==> src/rtl/exponent_norm_upd.sv <==
// Post-add normaliser: one right shift on mantissa carry or iterative left shifts until the
// hidden bit is set, with exponent saturate/clamp and status flags for the rounding stage.
module exponent_norm_upd #(
  parameter int unsigned EXP_WIDTH  = 8,
  parameter int unsigned MANT_WIDTH = 23
) (
  input  logic                  clk,
  input  logic                  rst,
  input  logic                  in_valid,
  output logic                  in_ready,
  input  logic [EXP_WIDTH-1:0]  exp_in,
  input  logic [MANT_WIDTH+1:0] mant_in,
  input  logic                  sign_in,
  output logic                  out_valid,
  input  logic                  out_ready,
  output logic [EXP_WIDTH-1:0]  exp_out,
  output logic [MANT_WIDTH-1:0] frac_out,
  output logic                  sign_out,
  output logic                  sticky_out,
  output logic                  overflow,
  output logic                  underflow,
  output logic                  zero
);

  localparam int unsigned MW    = MANT_WIDTH + 2;
  localparam int unsigned CNT_W = $clog2(MANT_WIDTH + 1);

  localparam logic [EXP_WIDTH-1:0] EXP_ONE    = EXP_WIDTH'(1);
  localparam logic [EXP_WIDTH-1:0] EXP_ALL1   = {EXP_WIDTH{1'b1}};
  localparam logic [EXP_WIDTH:0]   EXP_WIDE1  = (EXP_WIDTH + 1)'(1);
  localparam logic [EXP_WIDTH:0]   EXP_SAT    = {1'b0, {EXP_WIDTH{1'b1}}};
  localparam logic [CNT_W-1:0]     CNT_ONE    = CNT_W'(1);
  localparam logic [CNT_W-1:0]     CNT_LAST   = CNT_W'(MANT_WIDTH - 1);

  typedef enum logic [1:0] {StIdle, StCheck, StShift, StDone} state_e;

  state_e                 state_q;
  logic [EXP_WIDTH-1:0]   exp_q;
  logic [MW-1:0]          mant_q;
  logic [CNT_W-1:0]       cnt_q;
  logic                   sign_q;
  logic                   sticky_q;
  logic                   overflow_q;
  logic                   underflow_q;
  logic                   zero_q;

  // One guard bit on the increment so a carry out of the field is seen as saturation.
  logic [EXP_WIDTH:0]     exp_inc;
  logic [EXP_WIDTH-1:0]   exp_dec;

  assign exp_inc = {1'b0, exp_q} + EXP_WIDE1;
  assign exp_dec = exp_q - EXP_ONE;

  always_ff @(posedge clk or posedge rst) begin
    if (rst) begin
      state_q     <= StIdle;
      exp_q       <= '0;
      mant_q      <= '0;
      cnt_q       <= '0;
      sign_q      <= 1'b0;
      sticky_q    <= 1'b0;
      overflow_q  <= 1'b0;
      underflow_q <= 1'b0;
      zero_q      <= 1'b0;
    end else begin
      unique case (state_q)
        StIdle: begin
          if (in_valid) begin
            exp_q       <= exp_in;
            mant_q      <= mant_in;
            sign_q      <= sign_in;
            cnt_q       <= '0;
            sticky_q    <= 1'b0;
            overflow_q  <= 1'b0;
            underflow_q <= 1'b0;
            zero_q      <= 1'b0;
            state_q     <= StCheck;
          end
        end
        StCheck: begin
          state_q <= StDone;
          if (mant_q == '0) begin
            zero_q <= 1'b1;
            exp_q  <= '0;
            sign_q <= 1'b0;
          end else if (mant_q[MW-1]) begin
            if (exp_inc >= EXP_SAT) begin
              // Infinity: fraction and sticky are meaningless, keep flags exclusive.
              overflow_q <= 1'b1;
              exp_q      <= EXP_ALL1;
              mant_q     <= '0;
            end else begin
              mant_q   <= mant_q >> 1;
              sticky_q <= mant_q[0];
              exp_q    <= exp_inc[EXP_WIDTH-1:0];
            end
          end else if (mant_q[MW-2]) begin
            state_q <= StDone;
          end else if (exp_q <= EXP_ONE) begin
            underflow_q <= 1'b1;
            exp_q       <= '0;
          end else begin
            state_q <= StShift;
          end
        end
        StShift: begin
          mant_q <= {mant_q[MW-2:0], 1'b0};
          exp_q  <= exp_dec;
          cnt_q  <= cnt_q + CNT_ONE;
          if (mant_q[MW-3]) begin
            state_q <= StDone;
          end else if (exp_dec == EXP_ONE) begin
            underflow_q <= 1'b1;
            exp_q       <= '0;
            state_q     <= StDone;
          end else if (cnt_q == CNT_LAST) begin
            state_q <= StDone;
          end
        end
        StDone: begin
          if (out_ready) begin
            state_q <= StIdle;
          end
        end
        default: state_q <= StIdle;
      endcase
    end
  end

  assign in_ready   = (state_q == StIdle);
  assign out_valid  = (state_q == StDone);
  assign exp_out    = exp_q;
  assign frac_out   = mant_q[MANT_WIDTH-1:0];
  assign sign_out   = sign_q;
  assign sticky_out = sticky_q;
  assign overflow   = overflow_q;
  assign underflow  = underflow_q;
  assign zero       = zero_q;

endmodule

==> config.mk <==
export PLATFORM = sky130hd
export DESIGN_NAME = exponent_norm_upd
export DESIGN_NICKNAME = d
export VERILOG_FILES = /design/src/rtl/exponent_norm_upd.sv
export SDC_FILE = /design/constraint.sdc
export NUM_CORES = 1
export LEC_CHECK = 0
export ABC_CLOCK_PERIOD_IN_PS = 4850
export CORE_UTILIZATION = 40
export DETAILED_ROUTE_END_ITERATION = 12
export HOLD_SLACK_MARGIN = 0.02
export PLACE_DENSITY_LB_ADDON = 0.2
export REMOVE_ABC_BUFFERS = 1
export SLEW_MARGIN = 25
export SYNTH_ARGS = -nofsm -noshare
export SYNTH_HDL_FRONTEND = slang
export SYNTH_SLANG_ARGS = --single-unit
==> constraint.sdc <==
create_clock -name clk -period 4.85 [get_ports clk]
set_input_delay 1.2125 -clock clk [delete_from_list [all_inputs] [get_ports clk]]
set_output_delay 1.2125 -clock clk [all_outputs]
set_load 0.02 [all_outputs]
After elaboration in Yosys (flattened, before gate mapping)
Index checks and enable logic that the tools add are counted.
{ "word_totals": {"ff_bits": 45, "in_bits": 38, "word_cells": 96} }
{ "op_classes": {"eq_ne": 20, "reduce_logical": 14, "add_sub_neg": 3, "magnitude_cmp": 2, "muxes": 47} }
{ "op_table": {"columns": ["cell", "count"], "rows": [
  ["25-bit one-hot mux with 3 select lines", 1],
  ["8-bit 2-to-1 mux", 8],
  ["25-bit 2-to-1 mux", 2],
  ["24-bit 2-to-1 mux", 2],
  ["25-bit zero test", 1],
  ["8-bit one-hot mux with 3 select lines", 1],
  ["2-bit inequality test, second input constant", 11],
  ["1-bit 2-to-1 mux", 20],
  ["4-bit inequality test, second input constant", 3],
  ["2-bit 2-to-1 mux", 5],
  ["5-bit one-hot mux with 2 select lines", 1],
  ["5-bit AND reduction", 2],
  ["8-bit by 1-bit adder with 9-bit output, second input constant", 1],
  ["9-bit by 8-bit greater-or-equal comparator with 1-bit output, second input constant", 1],
  ["3-bit AND reduction", 3],
  ["8-bit by 1-bit equality test with 1-bit output, second input constant", 1],
  ["8-bit by 1-bit less-or-equal comparator with 1-bit output, second input constant", 1],
  ["1-bit one-hot mux with 2 select lines", 4],
  ["2-bit one-hot mux with 4 select lines", 1],
  ["4-bit AND reduction", 2],
  ["8-bit AND reduction", 1],
  ["8-bit by 1-bit subtractor with 8-bit output, second input constant", 1],
  ["5-bit by 1-bit adder with 5-bit output, second input constant", 1],
  ["5-bit equality test, second input constant", 1],
  ["9 further kinds", 11]
]} }

Longest topological paths before layout
{ "logic_depth": {"word_depth": 6, "ltp_mapped": 11} }

Worst setup path before layout
No wires, ideal clock.
{ "synth_path": {"kind": "reg-to-reg", "startpoint": "register exp_q[0] (netlist: exp_out[0])", "endpoint": "register mant_q[1]", "arrival_ps": 2314, "path_stages_with_launch": 12, "path_buffers": 3, "setup_ps": 119, "period_less_slack_ps": 2433, "path_slack_ps": 2417, "required_ps": 4731, "cell_sequence": "dfrtp_1 -> buf_2 -> inv_1 -> ha_1 -> nor2b_1 -> o211ai_1 -> mux2_1 -> o21ai_1 -> buf_4 -> buf_6 -> o211ai_1 -> o21a_1"} }
{ "synth_between": {"elab_chain_cells": 6} }
{ "synth_lines": {"columns": ["element", "line_no", "text"], "rows": [
  ["start, declared", "38", "logic [EXP_WIDTH-1:0] exp_q;"],
  ["start signal, assigned", "69", "exp_q <= exp_in;"],
  ["start signal, assigned", "95", "exp_q <= exp_inc[EXP_WIDTH-1:0];"],
  ["start signal, assigned", "108", "exp_q <= exp_dec;"],
  ["8-bit by 1-bit adder with 9-bit output", "51", "assign exp_inc = {1'b0, exp_q} + EXP_WIDE1;"],
  ["9-bit by 8-bit greater-or-equal comparator with 1-bit output", "87", "if (exp_inc >= EXP_SAT) begin"],
  ["24-bit 2-to-1 mux", "87", null],
  ["24-bit 2-to-1 mux", "86", "end else if (mant_q[MW-1]) begin"],
  ["25-bit 2-to-1 mux", "82", "if (mant_q == '0) begin"],
  ["25-bit one-hot mux with 3 select lines", "66", "unique case (state_q)"],
  ["end signal, assigned", "70", "mant_q <= mant_in;"],
  ["end signal, assigned", "93", "mant_q <= mant_q >> 1;"],
  ["end signal, assigned", "107", "mant_q <= {mant_q[MW-2:0], 1'b0};"],
  ["end, declared", "39", "logic [MW-1:0] mant_q;"]
]} }
Every way passes these cells. The select of a mux whose other input is x is not followed.
A chain may end at the register's enable or synchronous reset.

Worst setup path in the final report
{ "layout_path": {"startpoint": "register state_q[0]", "endpoint": "output in_ready"} }
{ "layout_between": {"elab_chain_cells": 1} }
{ "layout_lines": {"columns": ["element", "line_no", "text"], "rows": [
  ["start, declared", "37", "state_e state_q;"],
  ["start signal, assigned", "56", "state_q <= StIdle;"],
  ["start signal, assigned", "77", "state_q <= StCheck;"],
  ["start signal, assigned", "81", "state_q <= StDone;"],
  ["2-bit zero test", "130", "assign in_ready = (state_q == StIdle);"],
  ["end, declared", "10", "output logic in_ready,"]
]} }
Every way passes these cells.

==> PnR_summary.wiki <==
{| class="wikitable"
! Metric !! Value
|-
| Ratio of final minimum period to clock period || 0.639
|-
| Fraction of synthesized cell area taken by the top area cell type || 0.329
|-
| Worst-case hold slack || roughly 0.53 ns
|-
| Share of final-layout standard cells stronger than drive strength 1 || 0.0559
|-
| Number of top-level design ports || 76
|-
| Worst reg2reg startpoint || exp_out[0]
|-
| Number of distinct library cells after synthesis || 57
|-
| Total routing resource utilization after global routing || 0.218
|-
| Most frequent cells after synthesis || dfrtp_1 (45), nand2_1 (44), a21oi_1 (36)
|-
| Y dimension of the die || 94.5 um
|-
| Mapped Avg Cell Area || around 8.3 sq um
|-
| Number of buffers added on ports || 75
|-
| Synth area leader || dfrtp_1
|-
| RSZ-0062 raised after global routing || false
|-
| Number of pins with negative max-slew slack in the final report || 0
|-
| Worst-case hold path end point || underflow
|-
| Clock sinks || 45
|-
| Antenna viol nets, final || 0
|-
| Routability Congestion || between 0.8 and 0.9
|-
| Sequential share of the synthesized area || 0.329
|-
| Area after DPL || 4020 sq um
|-
| Number of enable flip-flop cells after synthesis || 0
|-
| Critical path capture point type || output port
|-
| Via density per instance || roughly 5.7
|-
| Critical hold path startpoint || underflow
|-
| Data required time of the critical path || ~3.6 ns
|-
| Cells on Worst Hold Path || 1
|-
| Commonest register cell after synthesis || dfrtp_1
|-
| Vias after detailed routing || 3,138
|-
| Min-Delay Path Class || flip-flop to flip-flop
|-
| Initial antenna violation count || 0
|-
| Clock edge transition at the registers on the reported setup and hold paths || approximately 0.090 ns
|-
| Initial Utilization || 0.414
|-
| Synth async-reset ratio || 1.00
|-
| Total global routing overflow || 0
|-
| Slew at the pin closest to its max-slew limit || 0.830 ns
|-
| # resized after CTS || 0
|-
| Final Hold Violating Endpoints || 0
|-
| Final #Nets || around 500
|-
| Number of violations of the max-capacitance limit || 0
|-
| Initial detailed-routing violation count || 170
|-
| Maximum clock path buffer count || 2
|-
| Fill cell count || just over 800
|-
| Critical path class || flip-flop to output port
|-
| Area of the multi-input gates || between 1500 and 2000 sq um
|-
| Number of inserted diodes || 0
|-
| Endpoint of the lowest-slack register-to-register path || exp_out[0]
|-
| CTS tree || built
|-
| Full die area || between 8000 and 9000 sq um
|-
| Area delta synth->final || 21.0%
|-
| Gate Count Post-Synth || ~410
|-
| Pwr dens || just under 800 nW/um^2
|-
| Status || finished, final reports clean
|-
| Vias in the first global route || around 3,200
|-
| Arrival time at the worst endpoint || 1.88 ns
|-
| Max-slew headroom at the worst pin || 0.446
|-
| X dimension of the die || 94.5 um
|-
| Clk Latency, worst-skew pair || around 0.30 ns
|-
| HPWL after DPL || slightly below 6000 um
|-
| Most used standard cell by instance count after synthesis || dfrtp_1
|-
| Flip-flop and latch count after synthesis || 45
|-
| Time the worst path needs with I/O delays and setup || a little over 3 ns
|-
| Setup TNS Final || 0 ns
|-
| Maximum ir drop on the vdd rail || just under 0.4 mV
|-
| Total iterations of the first detailed-routing run || 4
|-
| Wire length of the first global-routing pass || 15,500 um
|-
| Pin count of the biggest net entering global routing || ~50
|-
| Wirelength, routed || 9250 um
|-
| Inserted Clock Buffers || 5
|-
| Flop2flop setup slack || roughly 2.0 ns
|-
| Library cell used as clock root buffer || clkbuf_8
|-
| Fmax || between 300 and 400 MHz
|-
| Maximum fanout along the worst path || 9
|-
| Finished layout cell area || between 4000 and 5000 sq um
|-
| Post-CTS Setup Bufs || 0
|-
| Setup-failing EPs final || 0
|-
| Setup skew after layout || roughly 0.0094 ns
|-
| Standby leakage power || between 0.0015 and 0.002 uW
|-
| Synth area leaders || dfrtp_1 (33%), o211ai_1 (5.7%), a21oi_1 (5.3%)
|-
| Placeable core region || approximately 8300 sq um
|-
| Sequential standard cell area || 1130 sq um
|-
| Row cnt || 33
|-
| Deepest level of the CTS H-tree || 2
|-
| Routed length per instance || approximately 17 um
|-
| CTS Hold Bufs || 0
|-
| Synthesized area || 3420 sq um
|-
| Count of unresolved DRC violations after routing || 0
|-
| Sort of element at the start of the critical path || flip-flop
|-
| Number of warnings issued by yosys || 0
|-
| Number of cells traversed by the worst register-to-register path || 8
|}
[state kept, by name, summed over array words and instances, names as in the netlist]
register,cells
exp_out,8
state_q,2
sign_out,1
sticky_out,1
cnt_q,5
overflow,1
mant_q,25
underflow,1
zero,1
[how the worst max path moves through the flow]
| stage | startpoint | endpoint | slack [ns] | depth (start not counted) |
|---|---|---|---|---|
| 2_1_floorplan | state_q[0] | exp_out[3] | 1.45 | 8 |
| 3_3_place_gp | in_valid | mant_q[12] | 1.70 | 6 |
| 3_5_place_dp | in_valid | mant_q[7] | 1.62 | 6 |
| 4_1_cts | state_q[0] | in_ready | 1.76 | 3 |
| 5_1_grt | state_q[0] | in_ready | 1.67 | 3 |
| 6_report | state_q[0] | in_ready | 1.75 | 3 |
[cell usage in the layout, fill, tap and decap left out, types with 9 or more instances in the layout]
cell,netlist,routed
a21oi_1,36,36
nor2_1,20,20
inv_1,12,11
o211ai_1,26,26
nor3_1,9,9
nand2_1,44,44
ha_1,10,10
o21a_1,24,24
clkdlybuf4s50_1,0,75
and3_1,26,26
dfrtp_1,45,45
a31oi_1,10,10
o21ai_0,15,15
[logic make-up (layout without fill, tap and decap cells)]
kind of cell	Yosys count	after routing	share of synthesized area
flip-flops	45	45	0.329
AO/OA/AOI/OAI	142	142	0.286
buffers and inverters	69	102	0.111
multiplexers	4	4	0.0124
adder cells (fa/ha/maj)	10	10	0.0366
AND/OR/NAND/NOR	140	140	0.214
XOR/XNOR	4	4	0.0102
[layer usage]
layer,wire (um),share of wire,vias to the layer above,track usage
met5,0,0,-,0
met4,25,0.0027,0,0.0530
met3,487,0.053,2,0.0370
met2,4440,0.48,74,0.362
met1,4300,0.47,1514,0.294
li1,-,-,1548,-
[critical path: stages (launching register included)]
cell,delay (ns)
dfrtp_1,0.42
inv_1,0.13
ha_1,0.36
clkdlybuf4s50_1,0.67
[cell type report]
cell class | instances | area share
multi-input combinational | 300 | 0.464
sequential | 45 | 0.272
timing repair buffer | 81 | 0.192
tap | 105 | 0.0318
clock buffer | 7 | 0.0209
inverter | 13 | 0.0121
clock inverter | 1 | 0.00726
[stage by stage]
step / util / std cells / setup WS, ns / total power (uW)
global placement: 0.487 / 544 / 1.70 / 2900
CTS: 0.501 / 552 / 1.76 / 3280
global route: 0.501 / 552 / 1.67 / 3540
floorplan: - / 358 / 1.45 / 2200
finish: 0.501 / 552 / 1.75 / 3260
detailed placement: 0.487 / 544 / 1.62 / 2960
[power breakdown]
part / switching [uW] / internal, uW / total (uW)
Clock: 139 / 168 / 308
Sequential: 301 / 561 / 862
Combinational: 1150 / 938 / 2090
Total: 1590 / 1670 / 3260
Note: power is estimated with default switching activity, not from simulation.
